`src/rtl/constraint_enumerator_if.sv`:
```
// Handshake bundle between the enumerator, its constraint checker and the hit consumer.
interface constraint_enumerator_if #(
  parameter int unsigned WA = 5,
  parameter int unsigned WB = 4
);
  logic               start;
  logic               first_only;
  logic               abort;
  logic [WA-1:0]      cand_a;
  logic [WB-1:0]      cand_b;
  logic               cand_valid;
  logic               sat_in;
  logic               hit_valid;
  logic               hit_ready;
  logic [WA-1:0]      hit_a;
  logic [WB-1:0]      hit_b;
  logic [WA+WB:0]     sat_count;
  logic               busy;
  logic               done;

  // Enumerator side
  modport master (
    input  start, first_only, abort, sat_in, hit_ready,
    output cand_a, cand_b, cand_valid, hit_valid, hit_a, hit_b, sat_count, busy, done
  );

  // Environment side: control, checker and hit consumer
  modport slave (
    output start, first_only, abort, sat_in, hit_ready,
    input  cand_a, cand_b, cand_valid, hit_valid, hit_a, hit_b, sat_count, busy, done
  );
endinterface

```
`src/rtl/constraint_enumerator.sv`:
```
// Walks every {A, B} assignment through an external combinational checker and
// streams each satisfying pair out over a valid/ready port while counting hits.
module constraint_enumerator #(
  parameter int unsigned WA = 5,
  parameter int unsigned WB = 4
) (
  input  logic                      clk,
  input  logic                      rst,
  constraint_enumerator_if.master   bus
);
  localparam int unsigned IW = WA + WB;
  localparam int unsigned CW = IW + 1;

  typedef enum logic [1:0] {StIdle, StScan, StHold, StDone} state_e;

  state_e          state_q, state_d;
  logic [IW-1:0]   idx_q, idx_d;
  logic [CW-1:0]   cnt_q, cnt_d;
  logic [WA-1:0]   hit_a_q, hit_a_d;
  logic [WB-1:0]   hit_b_q, hit_b_d;
  logic            fo_q, fo_d;
  logic            cand_valid_q, cand_valid_d;
  logic            hit_valid_q, hit_valid_d;
  logic            busy_q, busy_d;
  logic            done_q, done_d;
  logic            idx_last;

  assign idx_last = &idx_q;

  // Next-state logic; output flags are decoded from the next state so they are registered.
  always_comb begin
    state_d = state_q;
    idx_d   = idx_q;
    cnt_d   = cnt_q;
    hit_a_d = hit_a_q;
    hit_b_d = hit_b_q;
    fo_d    = fo_q;
    unique case (state_q)
      StIdle, StDone: begin
        if (bus.start) begin
          state_d = StScan;
          idx_d   = '0;
          cnt_d   = '0;
          fo_d    = bus.first_only;
        end
      end
      StScan: begin
        if (bus.sat_in) begin
          hit_a_d = idx_q[IW-1:WB];
          hit_b_d = idx_q[WB-1:0];
          cnt_d   = cnt_q + 1'b1;
          state_d = StHold;
        end else if (idx_last) begin
          state_d = StDone;
        end else begin
          idx_d = idx_q + 1'b1;
        end
      end
      StHold: begin
        if (bus.hit_ready) begin
          if (fo_q || idx_last) begin
            state_d = StDone;
          end else begin
            idx_d   = idx_q + 1'b1;
            state_d = StScan;
          end
        end
      end
      default: state_d = StIdle;
    endcase
    // Abort wins over everything and leaves the captured results untouched.
    if (bus.abort) begin
      state_d = StIdle;
      idx_d   = idx_q;
      cnt_d   = cnt_q;
      hit_a_d = hit_a_q;
      hit_b_d = hit_b_q;
      fo_d    = fo_q;
    end
    cand_valid_d = (state_d == StScan);
    hit_valid_d  = (state_d == StHold);
    busy_d       = (state_d == StScan) || (state_d == StHold);
    done_d       = (state_d == StDone);
  end

  // State and registered outputs.
  always_ff @(posedge clk or posedge rst) begin
    if (rst) begin
      state_q      <= StIdle;
      idx_q        <= '0;
      cnt_q        <= '0;
      hit_a_q      <= '0;
      hit_b_q      <= '0;
      fo_q         <= 1'b0;
      cand_valid_q <= 1'b0;
      hit_valid_q  <= 1'b0;
      busy_q       <= 1'b0;
      done_q       <= 1'b0;
    end else begin
      state_q      <= state_d;
      idx_q        <= idx_d;
      cnt_q        <= cnt_d;
      hit_a_q      <= hit_a_d;
      hit_b_q      <= hit_b_d;
      fo_q         <= fo_d;
      cand_valid_q <= cand_valid_d;
      hit_valid_q  <= hit_valid_d;
      busy_q       <= busy_d;
      done_q       <= done_d;
    end
  end

  assign bus.cand_a     = idx_q[IW-1:WB];
  assign bus.cand_b     = idx_q[WB-1:0];
  assign bus.cand_valid = cand_valid_q;
  assign bus.hit_valid  = hit_valid_q;
  assign bus.hit_a      = hit_a_q;
  assign bus.hit_b      = hit_b_q;
  assign bus.sat_count  = cnt_q;
  assign bus.busy       = busy_q;
  assign bus.done       = done_q;
endmodule

```
`src/flat_wrapper.sv`:
```
// flat-port wrapper written by rule: the top's interface ports become plain ports
module constraint_enumerator_flat 
#(
  parameter int unsigned WA = 5,
  parameter int unsigned WB = 4
)
  (clk, rst, bus_start, bus_first_only, bus_abort, bus_sat_in, bus_hit_ready, bus_cand_a, bus_cand_b, bus_cand_valid, bus_hit_valid, bus_hit_a, bus_hit_b, bus_sat_count, bus_busy, bus_done);
  constraint_enumerator_if #(.WA(WA), .WB(WB)) bus_i ();
  input  logic clk;
  input  logic rst;
  input wire logic [$bits(bus_i.start)-1:0] bus_start;
  input wire logic [$bits(bus_i.first_only)-1:0] bus_first_only;
  input wire logic [$bits(bus_i.abort)-1:0] bus_abort;
  input wire logic [$bits(bus_i.sat_in)-1:0] bus_sat_in;
  input wire logic [$bits(bus_i.hit_ready)-1:0] bus_hit_ready;
  output wire logic [$bits(bus_i.cand_a)-1:0] bus_cand_a;
  output wire logic [$bits(bus_i.cand_b)-1:0] bus_cand_b;
  output wire logic [$bits(bus_i.cand_valid)-1:0] bus_cand_valid;
  output wire logic [$bits(bus_i.hit_valid)-1:0] bus_hit_valid;
  output wire logic [$bits(bus_i.hit_a)-1:0] bus_hit_a;
  output wire logic [$bits(bus_i.hit_b)-1:0] bus_hit_b;
  output wire logic [$bits(bus_i.sat_count)-1:0] bus_sat_count;
  output wire logic [$bits(bus_i.busy)-1:0] bus_busy;
  output wire logic [$bits(bus_i.done)-1:0] bus_done;
  assign bus_i.start = bus_start;
  assign bus_i.first_only = bus_first_only;
  assign bus_i.abort = bus_abort;
  assign bus_i.sat_in = bus_sat_in;
  assign bus_i.hit_ready = bus_hit_ready;
  assign bus_cand_a = bus_i.cand_a;
  assign bus_cand_b = bus_i.cand_b;
  assign bus_cand_valid = bus_i.cand_valid;
  assign bus_hit_valid = bus_i.hit_valid;
  assign bus_hit_a = bus_i.hit_a;
  assign bus_hit_b = bus_i.hit_b;
  assign bus_sat_count = bus_i.sat_count;
  assign bus_busy = bus_i.busy;
  assign bus_done = bus_i.done;
  constraint_enumerator #(.WA(WA), .WB(WB)) u_core (.clk(clk), .rst(rst), .bus(bus_i));
endmodule
```
`config.mk`:
```
export PLATFORM = sky130hd
export DESIGN_NAME = constraint_enumerator_flat
export DESIGN_NICKNAME = d
export VERILOG_FILES = /design/src/rtl/constraint_enumerator_if.sv /design/src/rtl/constraint_enumerator.sv /design/src/flat_wrapper.sv
export SDC_FILE = /design/constraint.sdc
export NUM_CORES = 1
export LEC_CHECK = 0
export CORE_ASPECT_RATIO = 0.6
export CORE_UTILIZATION = 40
export DETAILED_ROUTE_END_ITERATION = 12
export GPL_TIMING_DRIVEN = 0
export PLACE_DENSITY = 0.65
export SLEW_MARGIN = 5
export SYNTH_ARGS = -nofsm -noshare
export SYNTH_HDL_FRONTEND = slang
export SYNTH_SLANG_ARGS = --single-unit
```
`constraint.sdc`:
```
create_clock -name clk -period 2.56 [get_ports clk]
set_input_delay 0.768 -clock clk [delete_from_list [all_inputs] [get_ports clk]]
set_output_delay 0.768 -clock clk [all_outputs]
set_load 0.02 [all_outputs]
```
**Word-level counts from Yosys, hierarchy flattened**

Cells that the tools add are included.

- Muxes and demuxes: 16
- Bitwise gates (word level): 1
- Add/sub/neg operators: 2
- Reductions and logical operators: 10
- Equal/unequal tests: 12

Operators by type and width:

| cell | count |
|---|---|
| two-way mux 9 bit | 5 |
| one-hot mux 9 bit (3 select lines) | 1 |
| two-way mux 10 bit | 2 |
| one-hot mux 10 bit (2 select lines) | 1 |
| two-way mux 2 bit | 6 |
| != test 2 bit, second input constant | 6 |
| adder 10 x 1 -> 10 bit, second input constant | 1 |
| adder 9 x 1 -> 9 bit, second input constant | 1 |
| AND reduction 9 bit | 1 |
| == test 2 bit, second input constant | 4 |
| one-hot mux 2 bit (3 select lines) | 1 |
| AND reduction 3 bit | 2 |
| AND reduction 6 bit | 1 |
| == test 2 x 1 -> 1 bit, second input constant | 2 |
| AND reduction 4 bit | 1 |
| zero test 2 bit | 1 |
| logical OR 1 bit | 2 |
| nonzero test 2 bit | 1 |
| OR reduction 2 bit | 1 |
| NOT 1 bit | 1 |

- Logic and storage cells: 51
- Input bits: 7
- Output and inout bits: 32
- Register bits after elaboration: 35

**Depth between registers and ports, before layout**

- Depth after elaboration: 8
- Gate-level depth with buffers: 11
- Depth with buffers taken out: 11

**Worst setup path after synthesis**

Ideal clock, no wire load.

- Path type: flip-flop to flip-flop
- Start point: register u_core.idx_q[0]
- End point: register u_core.idx_q[4]
- Period minus slack after synthesis: 2.416 ns
- Setup time: 0.092 ns
- Path buffers: 1
- Arrival: 2.324 ns
- Path slack: 0.144 ns
- Cell stages (with the launch flop): 11
- Data required time: 2.468 ns
- Cell sequence: dfrtp_1 -> ha_1 -> and3_1 -> nand3_1 -> nor2_1 -> ha_1 -> o21a_1 -> a221o_1 -> or3_1 -> buf_2 -> o31ai_2

- Word-level cells in the longest chain between the ends: 4
- Elaborated cells between the ends (all ways): 11
- Classes of those cells: add/sub: 1; eq/ne: 2; mux: 5; reduce/logical: 3

RTL lines:

| item | RTL line | RTL |
|---|---|---|
| from (decl) | constraint_enumerator.sv:17 | `logic [IW-1:0] idx_q, idx_d;` |
| from (signal assigned) | constraint_enumerator.sv:101 | `idx_q <= idx_d;` |
| adder 9 x 1 -> 9 bit or AND reduction 9 bit (tied branches) | constraint_enumerator.sv:56, constraint_enumerator.sv:64, constraint_enumerator.sv:28 |  |
| two-way mux 9 bit, or another cell as far along | constraint_enumerator.sv:61 | `if (fo_q \|\| idx_last) begin` |
| two-way mux 9 bit, or another cell as far along | constraint_enumerator.sv:60 | `if (bus.hit_ready) begin` |
| one-hot mux 9 bit (3 select lines) or AND reduction 6 bit (tied branches) | n/a |  |

Several ways; a longest one is shown, not always the timed one. The select of a mux whose other input is x is not followed.
A chain may end at the register's enable or synchronous reset.

**Worst setup path after layout**

- Start point: register u_core.idx_q[0]
- End point: register u_core.idx_q[6]

The elaborated chain is that of the path after synthesis.

==> flow_summary.toml <==
[worst_hold_path]
timing.hold.worst_endpoint = "u_core.bus.hit_a[3]"
hold_path_startpoint = "u_core.bus.hit_a[3]"
hp-class = "reg -> reg"
hold-path-cell-count = 1

[worst_setup_path]
worst_path_largest_cell_delay_ns = 0.43
timing.critical_path.from_type = "flop"
path_common_cell = "sky130_fd_sc_hd__ha_2"
crit_end_element = "flop"
cp_cell_sequence = "ha_2, and3_1, nand3_2, nor2_1, ha_2, o21a_1, a221o_1, or3_1, clkbuf_4, o31ai_2"
critical_path_peak_fanout = 7
critical_path.slowest_cell = "sky130_fd_sc_hd__dfrtp_1"
r2r_cells = 10
critical_path_class = "reg -> reg"
r2r-end = "u_core.idx_q[6]"
critPathArrivalTime_ns = 2.64
timing.rr.start = "u_core.idx_q[0]"
timing.critical_path.required_ns = 2.76
rrSetupSlack_ns = 0.12

[cells_and_area]
num_antenna_cells = 0
drive_above_1_share = 0.148
multi_input_comb_area_sq_um = 936
fin_nets = 243
postLayoutCellArea_sq_um = 2460
final_design_utilization = 0.575
layout-area-overhead-vs-synth_pct = 32.6
regArea_sq_um = 876
fillers = 390

[synthesis]
seq_area_frac_synth = 0.472
synth_cell_type_count = 41
synth_most_common_cell = "sky130_fd_sc_hd__dfrtp_1"
yosysWarnings = 0
postSynth.topFlopCell = "sky130_fd_sc_hd__dfrtp_1"
synth_largest_type_area_fraction = 0.472
synth_area_sq_um = 1860
netlist_instances = 184
synth_top_area_cell = "sky130_fd_sc_hd__dfrtp_1"
post_synth_most_frequent_cells = "35 x sky130_fd_sc_hd__dfrtp_1, 18 x sky130_fd_sc_hd__nand2_1, 10 x sky130_fd_sc_hd__inv_1, 10 x sky130_fd_sc_hd__nand3_1, 9 x sky130_fd_sc_hd__nor2_1"
synth_seq_cells = 35
post_synth_main_area_contributors = "sky130_fd_sc_hd__dfrtp_1 47%, sky130_fd_sc_hd__ha_1 5.4%, sky130_fd_sc_hd__nand2_1 3.6%"
syn_avg_cell_area_sq_um = 10.1
number_of_synthesized_flops_with_an_enable_pin = 0
synth-async-reset-ratio = 1.00
synth_nets = 199

[drt]
drc_errors = 0
antenna_violating_nets_post_route = 0
detail_route.wl_per_cell_um = 14.7
detail_route.wirelength_um = 4250
num_vias = 1575
drt-initial-drc-count = 129
drt-pass1-iter-count = 4
drt-vias-per-instance = 5.45

[floorplanning]
boundaryPins = 39
start_util = 0.434
die_h_um = 54.8
fp.dieArea_sq_um = 4920
fp.coreArea_sq_um = 4280
die-width_um = 89.9
placementRows = 18

[sta]
setup_tns_ns = 0
worst_clock_skew_ns = 0.00369
drv_slew = 0
setup_violations = 0
timing.fmax_mhz = 410
timing_worst_slew_pin_value_ns = 0.766
period_share = 0.953
grt_setup_unrepaired = "no"
finalHoldWorstSlack_ns = 0.493
report.final.hold_viol_count = 0
slew_headroom = 0.486
finalCriticalPeriod_ns = 2.44

[placement]
place_area_sq_um = 2290
gpl.final_weighted_congestion = 0.788
post-dp-hpwl_um = 2950
io_buffer_count = 36

[job]
maxCapViolCount = 0

[clock_tree]
clk_latency_ns = 0.28
clock_tree.buffer_depth = 2
cts.htree.levels = 2
clock_tree_from_tritoncts = "done"
cts_inserted_buffers = 5
root_buffer_cell = "sky130_fd_sc_hd__clkbuf_8"
cts_hold_repair.buffers = 0
clkSinkCount = 35
clk_transition_reported_paths_ns = 0.07

[global_route]
first_global_vias = 1509
gr-usage-all-layers = 0.187
grt_first_pass_wirelength_um = 7060
overflow = 0
number_of_antenna_violations_at_the_first_check_in_global_routing = 0
grt_start_max_net_pins = 36

[outcome]
run_status = "finished clean"

[power]
ir_worst_vdd_v = 0.000393
p_total_mw = 2.37
power_leakage_nw = 1.03
power-per-cell-area_nw_per_um2 = 964
## area by class of cell
cell class | instances | share of cell area
Multi-Input combinational cell | 128 | 0.380
Sequential cell | 35 | 0.356
Timing Repair Buffer | 37 | 0.150
Clock buffer | 6 | 0.0336
Tap cell | 60 | 0.0305
Buffer | 10 | 0.0188
Inverter | 11 | 0.0168
Clock inverter | 2 | 0.0142
## how the worst max path moves through the flow
stage | startpoint | endpoint | slack [ns] | cells after the start
final | u_core.idx_q[0] | u_core.idx_q[6] | 0.12 | 10
after global routing | u_core.idx_q[0] | u_core.bus.busy | 0.005 | 11
after CTS | u_core.idx_q[0] | u_core.idx_q[6] | 0.02 | 10
after detailed placement | bus_hit_ready | u_core.idx_q[6] | 0.04 | 6
after global placement | bus_hit_ready | u_core.idx_q[7] | 0.05 | 6
after floorplan | u_core.idx_q[0] | u_core.idx_q[4] | 0.14 | 10
## flip-flops by register name, indices dropped and copies added (netlist names)
signal and flops:
u_core.bus.busy 1, u_core.bus.hit_b 4, u_core.bus.sat_count 10, u_core.fo_q 1, u_core.idx_q 9, u_core.bus.hit_valid 1, u_core.bus.done 1, u_core.bus.hit_a 5
u_core.bus.cand_valid 1, u_core.state_q 2
## critical path, delay by kind of cell (launching register included)
family | cells | cell delay [ns]
simple gates | 4 | 0.69
compound gates | 3 | 0.63
flops | 1 | 0.43
fa+ha+maj | 2 | 0.41
buf+inv | 1 | 0.19
## stage by stage
stage	std cells	worst slack (ns)
after floorplan	184	0.144
after global placement	280	0.0525
after detailed placement	280	0.0354
after CTS	288	0.0151
after global routing	289	0.00537
final	289	0.121
## cells in the final DEF (no fill, tap or decap), drive strengths merged, types with 3 or more instances in the layout
cell,synthesis,final
o21ai,9,9
inv,11,11
nand2b,5,5
nor3,6,6
mux2,10,10
nand4b,4,4
nor2,9,9
o31ai,9,9
clkdlybuf4s50,0,36
nand2,18,18
or3,3,3
ha,8,8
dfrtp,35,35
o211ai,4,4
a21oi,3,3
a22o,4,4
nand3,10,10
buf,6,6
o41ai,3,3
clkbuf,4,11
## timing repair
item / CTS / global route
endpoints found under the setup margin: 0 / 12
endpoints found under the hold margin: 0 / 0
buffers inserted: 0 / 1
gates resized for setup: 0 / 12
## layer usage
layer  wire length (um)  vias to the layer above  track usage
met3                193                        4       0.0472
met5                  0                        -            0
met1               2100                      771        0.255
met4                 37                        0       0.0699
li1                   -                      757            -
met2               1910                       43        0.292
## power breakdown
group | leakage [nW] | switching [mW] | total [mW] | internal, mW
clock | 0.0612 | 0.197 | 0.512 | 0.315
combinational | 0.490 | 0.621 | 1.07 | 0.452
sequential | 0.476 | 0.111 | 0.786 | 0.675
## cell families (layout without fill, tap and decap cells)
logic type / after synthesis / count (layout) / synth area share
adders and majority gates: 8 / 8 / 0.0539
DFF: 35 / 35 / 0.472
buffers and inverters: 21 / 66 / 0.0452
muxes: 12 / 12 / 0.0715
and+or+nand+nor: 62 / 62 / 0.169
AOI/OAI and AO/OA: 46 / 46 / 0.189
No activity file was read; power rests on OpenSTA's default activity.
